===== config.mk =====
export PLATFORM = sky130hd
export DESIGN_NAME = cpu_multicycle
export DESIGN_NICKNAME = d
export VERILOG_FILES = /design/src/rtl/cpu_multicycle.sv
export SDC_FILE = /design/constraint.sdc
export NUM_CORES = 2
export LEC_CHECK = 0
export ABC_AREA = 1
export CAP_MARGIN = 20
export CELL_PAD_IN_SITES_DETAIL_PLACEMENT = 0
export CELL_PAD_IN_SITES_GLOBAL_PLACEMENT = 2
export CORE_ASPECT_RATIO = 0.75
export CORE_MARGIN = 10
export CORE_UTILIZATION = 35
export DETAILED_ROUTE_END_ITERATION = 8
export PLACE_DENSITY_LB_ADDON = 0.1
export SETUP_SLACK_MARGIN = 0.1
export SYNTH_ARGS = -nofsm -noshare
export SYNTH_HDL_FRONTEND = slang
export SYNTH_SLANG_ARGS = --single-unit

===== constraint.sdc =====
create_clock -name clk -period 5.5 [get_ports clk]
set_input_delay 0.55 -clock clk [delete_from_list [all_inputs] [get_ports clk]]
set_output_delay 0.55 -clock clk [all_outputs]
set_load 0.03 [all_outputs]

===== src/rtl/cpu_multicycle.sv =====
// Multi-cycle RV32I-subset core sharing one req/ack memory port.
// FSM-sequenced datapath with halt-on-trap and a retired-instruction counter.
module cpu_multicycle #(
  parameter logic [31:0] RESET_PC = 32'h0000_0000,
  parameter int          CNT_W    = 32
) (
  input  logic             clk,
  input  logic             rst,
  output logic             mem_req,
  output logic             mem_we,
  output logic [31:0]      mem_addr,
  output logic [31:0]      mem_wdata,
  input  logic [31:0]      mem_rdata,
  input  logic             mem_ack,
  output logic [31:0]      pc,
  output logic             halted,
  output logic [1:0]       trap_cause,
  output logic [CNT_W-1:0] instret
);

  typedef enum logic [2:0] {
    FETCH, DECODE, EXEC, MEM, WB, HALT
  } state_t;

  state_t state, state_d;

  logic [31:0] ir, a, b, imm, val;
  logic [31:0] rf [32];
  logic [31:0] pc_d, val_d, imm_d;
  logic [31:0] ls_addr, alu_y, alu_r;
  logic [1:0]  cause_d;
  logic        retire, rf_we, zero, taken;
  logic        alt, done, legal;
  logic        is_op, is_opi, is_ld, is_st;
  logic        is_br, is_jal, is_lui, is_sys;
  logic [6:0]  opc;
  logic [4:0]  rd, rs1, rs2;
  logic [2:0]  f3;

  assign opc = ir[6:0];
  assign rd  = ir[11:7];
  assign f3  = ir[14:12];
  assign rs1 = ir[19:15];
  assign rs2 = ir[24:20];

  assign is_op  = opc == 7'b0110011;
  assign is_opi = opc == 7'b0010011;
  assign is_ld  = opc == 7'b0000011;
  assign is_st  = opc == 7'b0100011;
  assign is_br  = opc == 7'b1100011;
  assign is_jal = opc == 7'b1101111;
  assign is_lui = opc == 7'b0110111;
  assign is_sys = opc == 7'b1110011;
  assign legal  = is_op | is_opi | is_ld | is_st |
                  is_br | is_jal | is_lui | is_sys;

  assign done   = mem_req & mem_ack;
  assign halted = state == HALT;

  function automatic logic [31:0] alu(
    input logic [2:0]  op,
    input logic        sub,
    input logic [31:0] x,
    input logic [31:0] y
  );
    logic [31:0] r;
    unique case (op)
      3'b000:  r = sub ? x - y : x + y;
      3'b001:  r = x << y[4:0];
      3'b010:  r = {31'b0, $signed(x) < $signed(y)};
      3'b011:  r = {31'b0, x < y};
      3'b100:  r = x ^ y;
      3'b101:  r = sub ? 32'($signed(x) >>> y[4:0])
                       : x >> y[4:0];
      3'b110:  r = x | y;
      default: r = x & y;
    endcase
    return r;
  endfunction

  always_comb begin
    imm_d = {{20{ir[31]}}, ir[31:20]};
    unique case (1'b1)
      is_st:  imm_d = {{20{ir[31]}}, ir[31:25], ir[11:7]};
      is_br:  imm_d = {{19{ir[31]}}, ir[31], ir[7],
                       ir[30:25], ir[11:8], 1'b0};
      is_jal: imm_d = {{11{ir[31]}}, ir[31], ir[19:12],
                       ir[20], ir[30:21], 1'b0};
      is_lui: imm_d = {ir[31:12], 12'b0};
      default: ;
    endcase
  end

  // srai/sra and sub share ir[30]; it means nothing for other OP-IMM
  assign alt     = ir[30] & (is_op | (f3 == 3'b101));
  assign alu_y   = is_op ? b : imm;
  assign alu_r   = alu(f3, alt, a, alu_y);
  assign ls_addr = a + imm;
  assign zero    = (a - b) == 32'd0;
  assign taken   = f3[0] ? ~zero : zero;

  always_comb begin
    state_d = state;
    pc_d    = pc;
    val_d   = val;
    cause_d = trap_cause;
    retire  = 1'b0;
    rf_we   = 1'b0;
    unique case (state)
      FETCH: if (done) state_d = DECODE;
      DECODE: begin
        if (!legal) begin
          state_d = HALT;
          cause_d = 2'd1;
        end else if (is_sys) begin
          state_d = HALT;
          cause_d = 2'd3;
        end else begin
          state_d = EXEC;
        end
      end
      EXEC: begin
        if (is_ld | is_st) begin
          if (ls_addr[1:0] != 2'b00) begin
            state_d = HALT;
            cause_d = 2'd2;
          end else begin
            state_d = MEM;
          end
        end else if (is_br) begin
          pc_d    = taken ? pc + imm : pc + 32'd4;
          retire  = 1'b1;
          state_d = FETCH;
        end else if (is_jal) begin
          val_d   = pc + 32'd4;
          pc_d    = pc + imm;
          state_d = WB;
        end else if (is_lui) begin
          val_d   = imm;
          state_d = WB;
        end else begin
          val_d   = alu_r;
          state_d = WB;
        end
      end
      MEM: begin
        if (done) begin
          if (is_st) begin
            pc_d    = pc + 32'd4;
            retire  = 1'b1;
            state_d = FETCH;
          end else begin
            val_d   = mem_rdata;
            state_d = WB;
          end
        end
      end
      WB: begin
        rf_we   = rd != 5'd0;
        if (!is_jal) pc_d = pc + 32'd4;
        retire  = 1'b1;
        state_d = FETCH;
      end
      HALT: ;
      default: state_d = HALT;
    endcase
  end

  always_ff @(posedge clk or negedge rst) begin
    if (!rst) state <= FETCH;
    else      state <= state_d;
  end

  // bus outputs are set up from the next state so a request is live on entry
  always_ff @(posedge clk or negedge rst) begin
    if (!rst) begin
      pc         <= RESET_PC;
      ir         <= '0;
      a          <= '0;
      b          <= '0;
      imm        <= '0;
      val        <= '0;
      mem_req    <= 1'b0;
      mem_we     <= 1'b0;
      mem_addr   <= '0;
      mem_wdata  <= '0;
      trap_cause <= '0;
      instret    <= '0;
    end else begin
      pc         <= pc_d;
      val        <= val_d;
      trap_cause <= cause_d;
      mem_req    <= (state_d == FETCH) | (state_d == MEM);
      mem_we     <= (state_d == MEM) & is_st;
      if (state_d == FETCH) begin
        mem_addr <= pc_d;
      end else if (state == EXEC && state_d == MEM) begin
        mem_addr  <= ls_addr;
        mem_wdata <= b;
      end
      if (state == FETCH && done) ir <= mem_rdata;
      if (state == DECODE) begin
        a   <= (rs1 == 5'd0) ? 32'd0 : rf[rs1];
        b   <= (rs2 == 5'd0) ? 32'd0 : rf[rs2];
        imm <= imm_d;
      end
      if (retire) instret <= instret + CNT_W'(1);
    end
  end

  always_ff @(posedge clk) begin
    if (rf_we) rf[rd] <= val;
  end

endmodule


; Word-level counts from Yosys, hierarchy flattened
; Memory sizes are Yosys's and may differ from the RTL's.
; Index checks and enable logic that the tools add are counted.
; Widths: inputs -> output; s select.
[op_classes]
n_eq_ne = 27
n_lt_le_gt_ge = 2
shifts = 3
n_addsub = 7
n_mux = 47
div = 0
n_reduce_logical = 16
bitwise_logic = 18
multipliers = 0
[op_table]
columns = op, n
row1 = $mux 32, 20
row2 = $pmux 32 s7, 1
row3 = $pmux 31 s4, 1
row4 = $add 32x32->32, 3
row5 = $pmux 32 s3, 1
row6 = $lt 32x32->1, 2
row7 = $pmux 32 s2, 1
row8 = $sub 32x32->32, 2
row9 = $add 32x1->32 const B, 1
row10 = $add 32x3->32 const B, 1
row11 = $and 32x32->32, 1
row12 = $logic_not 32->1, 1
row13 = $or 32x32->32, 1
row14 = $shl 32x5->32, 1
row15 = $shr 32x5->32, 1
row16 = $sshr 32x5->32, 1
row17 = $xor 32x32->32, 1
row18 = $mux 3, 8
row19 = $eq 7x6->1 const B, 3
row20 = $eq 7x7->1 const B, 3
row21 = $pmux 3 s6, 1
row22 = $eq 3x2->1 const B, 5
row23 = $eq 3x3->1 const B, 5
row24 = $ne 2x2->1 const B, 6
row25 = other kinds (19), 49
[totals]
in_bits = 35
out_inout_bits = 133
register_bits = 295
romBits = 0
mem_count = 1
ram_bits = 1024
elab_cells = 134
latch_bits = 0
[mem_list]
columns = memory, depth, width, read_ports, rd_clocked_by_memory_dff, wr, line
row1 = rf, 32, 32, 2, 0, 1, 28  ; logic [31:0] rf [32];

; Longest topological paths before layout
[depth]
word_depth = 14
ltp_mapped = 30
depth_no_buf = 27

; Worst setup path before layout
; OpenSTA, ideal clock, no wires.
[synth_timing]
path_type = register to register
startpoint = reg state[0]
endpoint = mem rf[24][0], enable pin
arrival_ns = 4.219
path_stages_with_launch = 8
required_time_ns = 4.998
path_slack_ns = 0.779
path_cell_list = dfrtp_1 > nor2_1 > nand2_1 > inv_1 > o31ai_1 > inv_1 > nand3_1 > nor4_1
[synth_between]
elab_chain_len = 4
[synth_rtl]
columns = item, line
row1 = "start, declared", 25  ; state_t state, state_d;
row2 = "start signal, assigned", 171  ; else state <= state_d;
row3 = $eq 3x3->1, 109  ; unique case (state)
row4 = $mux 1, 109
row5 = $mux 1, 212  ; if (rf_we) rf[rd] <= val;
row6 = $mux 1 (implied by the code), 212
row7 = "end, declared", 28
; Every way passes these cells.

; Final worst setup path
[layout_timing]
startpoint = reg ir[4]
endpoint = reg val[20]
[layout_between]
elab_chain_len = 10
elab_cells_between_ends = 30
classes_between = add/sub: 2 / eq/ne: 9 / shift: 3 / mux: 9 / bitwise: 6 / reduce/logical: 1
[layout_rtl]
columns = item, line
row1 = "start, declared", 27  ; logic [31:0] ir, a, b, imm, val;
row2 = "start signal, assigned", 201  ; if (state == FETCH && done) ir <= mem_rdata;
row3 = $eq 7x6->1, 46  ; assign is_op = opc == 7'b0110011;
row4 = $mux 32 or $or 1x1->1 (tied branches), "96, 95"
row5 = $add 32x32->32 (tied with other cells), 68  ; 3'b000: r = sub ? x - y : x + y;
row6 = $mux 32 (on tied branches), "68, 73"
row7 = $pmux 32 s7, 67  ; unique case (op)
row8 = $mux 32, 138  ; end else if (is_lui) begin
row9 = $mux 32, 134  ; end else if (is_jal) begin
row10 = $mux 32, 130  ; end else if (is_br) begin
row11 = $mux 32, 123  ; if (is_ld | is_st) begin
row12 = $pmux 32 s2, 109
row13 = "end signal, assigned", 191  ; val <= val_d;
row14 = "end, declared", 27
; Several ways; a longest one is shown, not always the timed one. The select of a mux whose other input is x is not followed.
; A chain may end at the register's enable or synchronous reset.

==> results by group <==
Run status
  – Status: completed

Finish
  – Layout cell share with drive strength beyond 1: 0.0668
  – Fill cells: 22900
  – Area Growth Syn to Fin: 14.4%
  – Nets: 10200

Setup path
  – Critical-path cell list: nand2_1 > nor2_4 > nand2_2 > buf_12 > nand2_1 > o21ai_0 > ha_1 > a21oi_1 > o21ai_0 > a21oi_1 > o21ai_0 > nand2_1 > nand2_1 > nand2_1 > nand3_1 > nand3_1 > nand2_1 > nand2_1 > nand3_1 > nand2_1 > nand2_1
  – Critical path capture point type: flop
  – Buf+Inv Stages, Crit Path: 1
  – Top Family by Delay on Critical Path: simple AND/OR/NAND/NOR gates
  – Crit-path most repeated cell: nand2_1
  – Slowest CP cell: ha_1
  – Critical path arrival: 5.96 ns
  – Slowest stage delay, CP: 0.52 ns
  – Crit-path max FO: 37
  – CP Launch Type: flop
  – Worst EP required: 6.20 ns
  – Critical path class: reg2reg

Timing
  – Fin. Hold Viols: 0
  – Final Cycle Share: 0.957
  – Final setup fails: 0
  – Setup TNS: 0 ns
  – Worst Skew: 0.0632 ns
  – Peak Freq: about 190 MHz
  – Worst slew pin tran: 1.17 ns
  – Slew margin rel.: 0.219
  – Max-slew violation count: 0
  – Min Clock Period, post-route: 5.26 ns
  – RSZ-0062 raised after global routing: no

GRT
  – Vias in the first global route: 71000
  – First-pass GRT wire length: about 580000 um
  – Overflow after GRT: 0
  – Antenna violations before repair: 40
  – Total GRT Usage: 0.325
  – Largest net degree at the start of global routing: 157

Route
  – Via/cell ratio: 5.92
  – Initial DRC count: around 11000
  – Vias: 77600
  – DR WL/cell: 32.1 um
  – DRT Wirelength: ~420000 um
  – 1st-pass router iterations: 6
  – # DRC: 0
  – Routed Antenna Nets: 0

Power
  – Max VDD drop: about 0.23 mV
  – Leakage power: 35.3 nW
  – Power consumption: 21.1 mW
  – Pwr/cell area: 231 nW/um2

Yosys
  – Adder-Cell Fraction of Synth Area: 0.0299
  – Cell Area, Synth: 79800 um2
  – Number of flops mapped to enable cells by yosys: 1024
  – Asr flop ratio synth: 0.224
  – Synthesized instance count: 9940
  – Sequential share of the synthesized area: 0.478
  – Synth Area in Simple Gates: 0.194
  – Mux cell area share after synthesis: 0.00154
  – Mean Syn Cell Area: 8.03 um2
  – Largest family of logic cells by synthesized area: compound AO/OA/AOI/OAI gates
  – Synth Register Bits: 1319
  – Synth cell types: 64
  – Compound-Gate Fraction of Synth Area: 0.205
  – Main synth FF type: edfxtp_1
  – Synth warn: 0
  – Synth Area in XOR/XNOR: 0.0114

CTS
  – Clk buf depth: 4
  – Root buffer cell: clkbuf_16
  – CTS resizes: 0
  – H-tree lvl count: 4
  – CTS buffer count: 160
  – Hold_buf cts: 1
  – Clock latency on the worst-skew pair: 0.84 ns
  – Clock sinks: 1319
  – Worst-path clk slew: 0.06 ns
  – CTS tree: yes
  – Setup repair bufs after CTS: 0

Flow run
  – Number of max-cap violations: 0

Placed design
  – PortBufs: about 170
  – Post-DP HPWL: slightly below 300000 um
  – GP Congestion: 1.02

Floorplan
  – Row cnt: 151
  – I/O pins: 168
  – Die footprint: 248000 um2
  – Core box area: roughly 230000 um2
  – Die Wd: 571 um
  – Initial Util: 0.352
  – Die Y: 433 um

Hold path
  – Worst hold path type: in2async
## per-layer routing
layer / vias to the layer above / part of all wire / global-route usage
met5: - / 0.00033 / 0.00154
met4: 16 / 0.038 / 0.108
met3: 592 / 0.10 / 0.0725
met2: 4199 / 0.39 / 0.446
met1: 38400 / 0.46 / 0.498
li1: 34400 / - / -
## metrics by stage
stage          instances  utilization  hold WS (ns)  instance area (um2)  setup slack [ns]
2_1_floorplan       9971            -         0.254                79900             0.779
3_3_place_gp       12800        0.380         0.453                86000             0.430
3_5_place_dp       12800        0.381         0.456                86100             0.513
4_1_cts            13100        0.402         0.187                91000             0.510
5_1_grt            13100        0.403         0.240                91200             0.135
6_report           13100        0.403         0.217                91300             0.238
## worst reg2reg max path: cells and delay by family (launching register included)
| kind | cells | cell delay [ns] |
|---|---|---|
| AND/OR/NAND/NOR | 14 | 2.34 |
| AO/OA/AOI/OAI | 5 | 1.68 |
| adder cells (fa/ha/maj) | 1 | 0.52 |
| flip-flops | 1 | 0.42 |
| buffers and inverters | 1 | 0.19 |
## final cells by class
type	count	area [um2]	share of cell area
Antenna cell	13	32.5	0.000356
Clock buffer	201	4280	0.0469
Clock inverter	77	561	0.00614
Inverter	1073	4040	0.0443
Multi-Input combinational cell	6958	35700	0.391
Sequential cell	1319	38200	0.418
Tap cell	2983	3730	0.0409
Timing Repair Buffer	477	4780	0.0524
## cells by family (layout without fill, tap and decap cells)
kind of cell / Yosys count / after routing
simple gates: 3702 / 3702
compound gates: 2919 / 2919
buf+inv: 1694 / 1828
flops: 1319 / 1319
fa+ha+maj: 189 / 189
xor+xnor: 104 / 104
mux: 12 / 12
other cells: 1 / 45
## layout by cell type (no fill, tap or decap), types with 20 or more instances in the layout
cell type / count
a21boi_1: 29
a21oi_1: 861
a221oi_1: 33
a2bb2oi_1: 20
buf_12: 44
buf_4: 253
clkbuf_1: 31
clkbuf_16: 162
clkdlybuf4s50_1: 166
clkinv_1: 34
clkinv_2: 27
conb_1: 32
dfrtp_1: 285
edfxtp_1: 1024
ha_1: 186
inv_1: 1039
inv_2: 29
nand2_1: 2032
nand3_1: 736
nand4_1: 97
nor2_1: 664
nor2_4: 41
nor3_1: 44
o211ai_1: 317
o21ai_0: 1310
o21ai_1: 99
o221ai_1: 55
o22ai_1: 69
xnor2_1: 21
xor2_1: 83
## power breakdown
part,switching [mW],total (mW),internal (mW)
Clock,4.53,10.3,5.78
Sequential,0.00260,10.6,10.6
Combinational,0.109,0.147,0.0381
## sequential cells by signal (all words and copies together), names as in the netlist
signal and count:
mem_wdata 32, mem_req 1, mem_we 1, imm 32
mem_addr 32, rf 1024, state 3, pc 32
instret 32, a 32, val 32, ir 32
trap_cause 2, b 32
## final timing paths
check,start,endpoint,slack [ns],depth (start not counted)
max,ir[4],val[20],0.24,21
min in group clk,mem_rdata[20],ir[20],0.38,3
min,rst,mem_wdata[11],0.22,2
max in group asynchronous,rst,ir[23],4.03,3
max reg2reg,ir[4],val[20],0.24,21
min reg2reg,mem_wdata[23],mem_wdata[23],0.48,2
## cells in the mapped netlist (6+ instances only)
master / number / share of area
nand2_1: 2039 / 0.096
o21ai_0: 1310 / 0.082
inv_1: 1047 / 0.049
edfxtp_1: 1024 / 0.39
a21oi_1: 863 / 0.054
nand3_1: 737 / 0.046
nor2_1: 700 / 0.033
clkbuf_1: 487 / 0.023
o211ai_1: 317 / 0.030
dfrtp_1: 295 / 0.093
ha_1: 186 / 0.029
o21ai_1: 100 / 0.0063
buf_1: 98 / 0.0046
nand4_1: 97 / 0.0076
xor2_1: 83 / 0.0091
o22ai_1: 69 / 0.0054
o221ai_1: 55 / 0.0060
nor3_1: 47 / 0.0029
a221oi_1: 33 / 0.0036
buf_2: 30 / 0.0019
a21boi_1: 29 / 0.0027
inv_2: 23 / 0.0011
xnor2_1: 21 / 0.0023
a2bb2oi_1: 20 / 0.0022
a31oi_1: 17 / 0.0013
o21bai_1: 16 / 0.0015
or2_2: 15 / 0.0012
a21o_1: 13 / 0.0012
a32o_1: 12 / 0.0015
nor4_1: 12 / 0.00094
o21a_1: 11 / 0.0010
a221o_1: 10 / 0.0013
mux2i_1: 10 / 0.0013
nand2_2: 10 / 0.00078
o311ai_0: 10 / 0.0011
a211oi_1: 8 / 0.00075
o2111ai_1: 8 / 0.00088
nor2_2: 7 / 0.00055
nor2_4: 6 / 0.00085
or2_1: 6 / 0.00047
No activity file was read; power rests on OpenSTA's default activity.
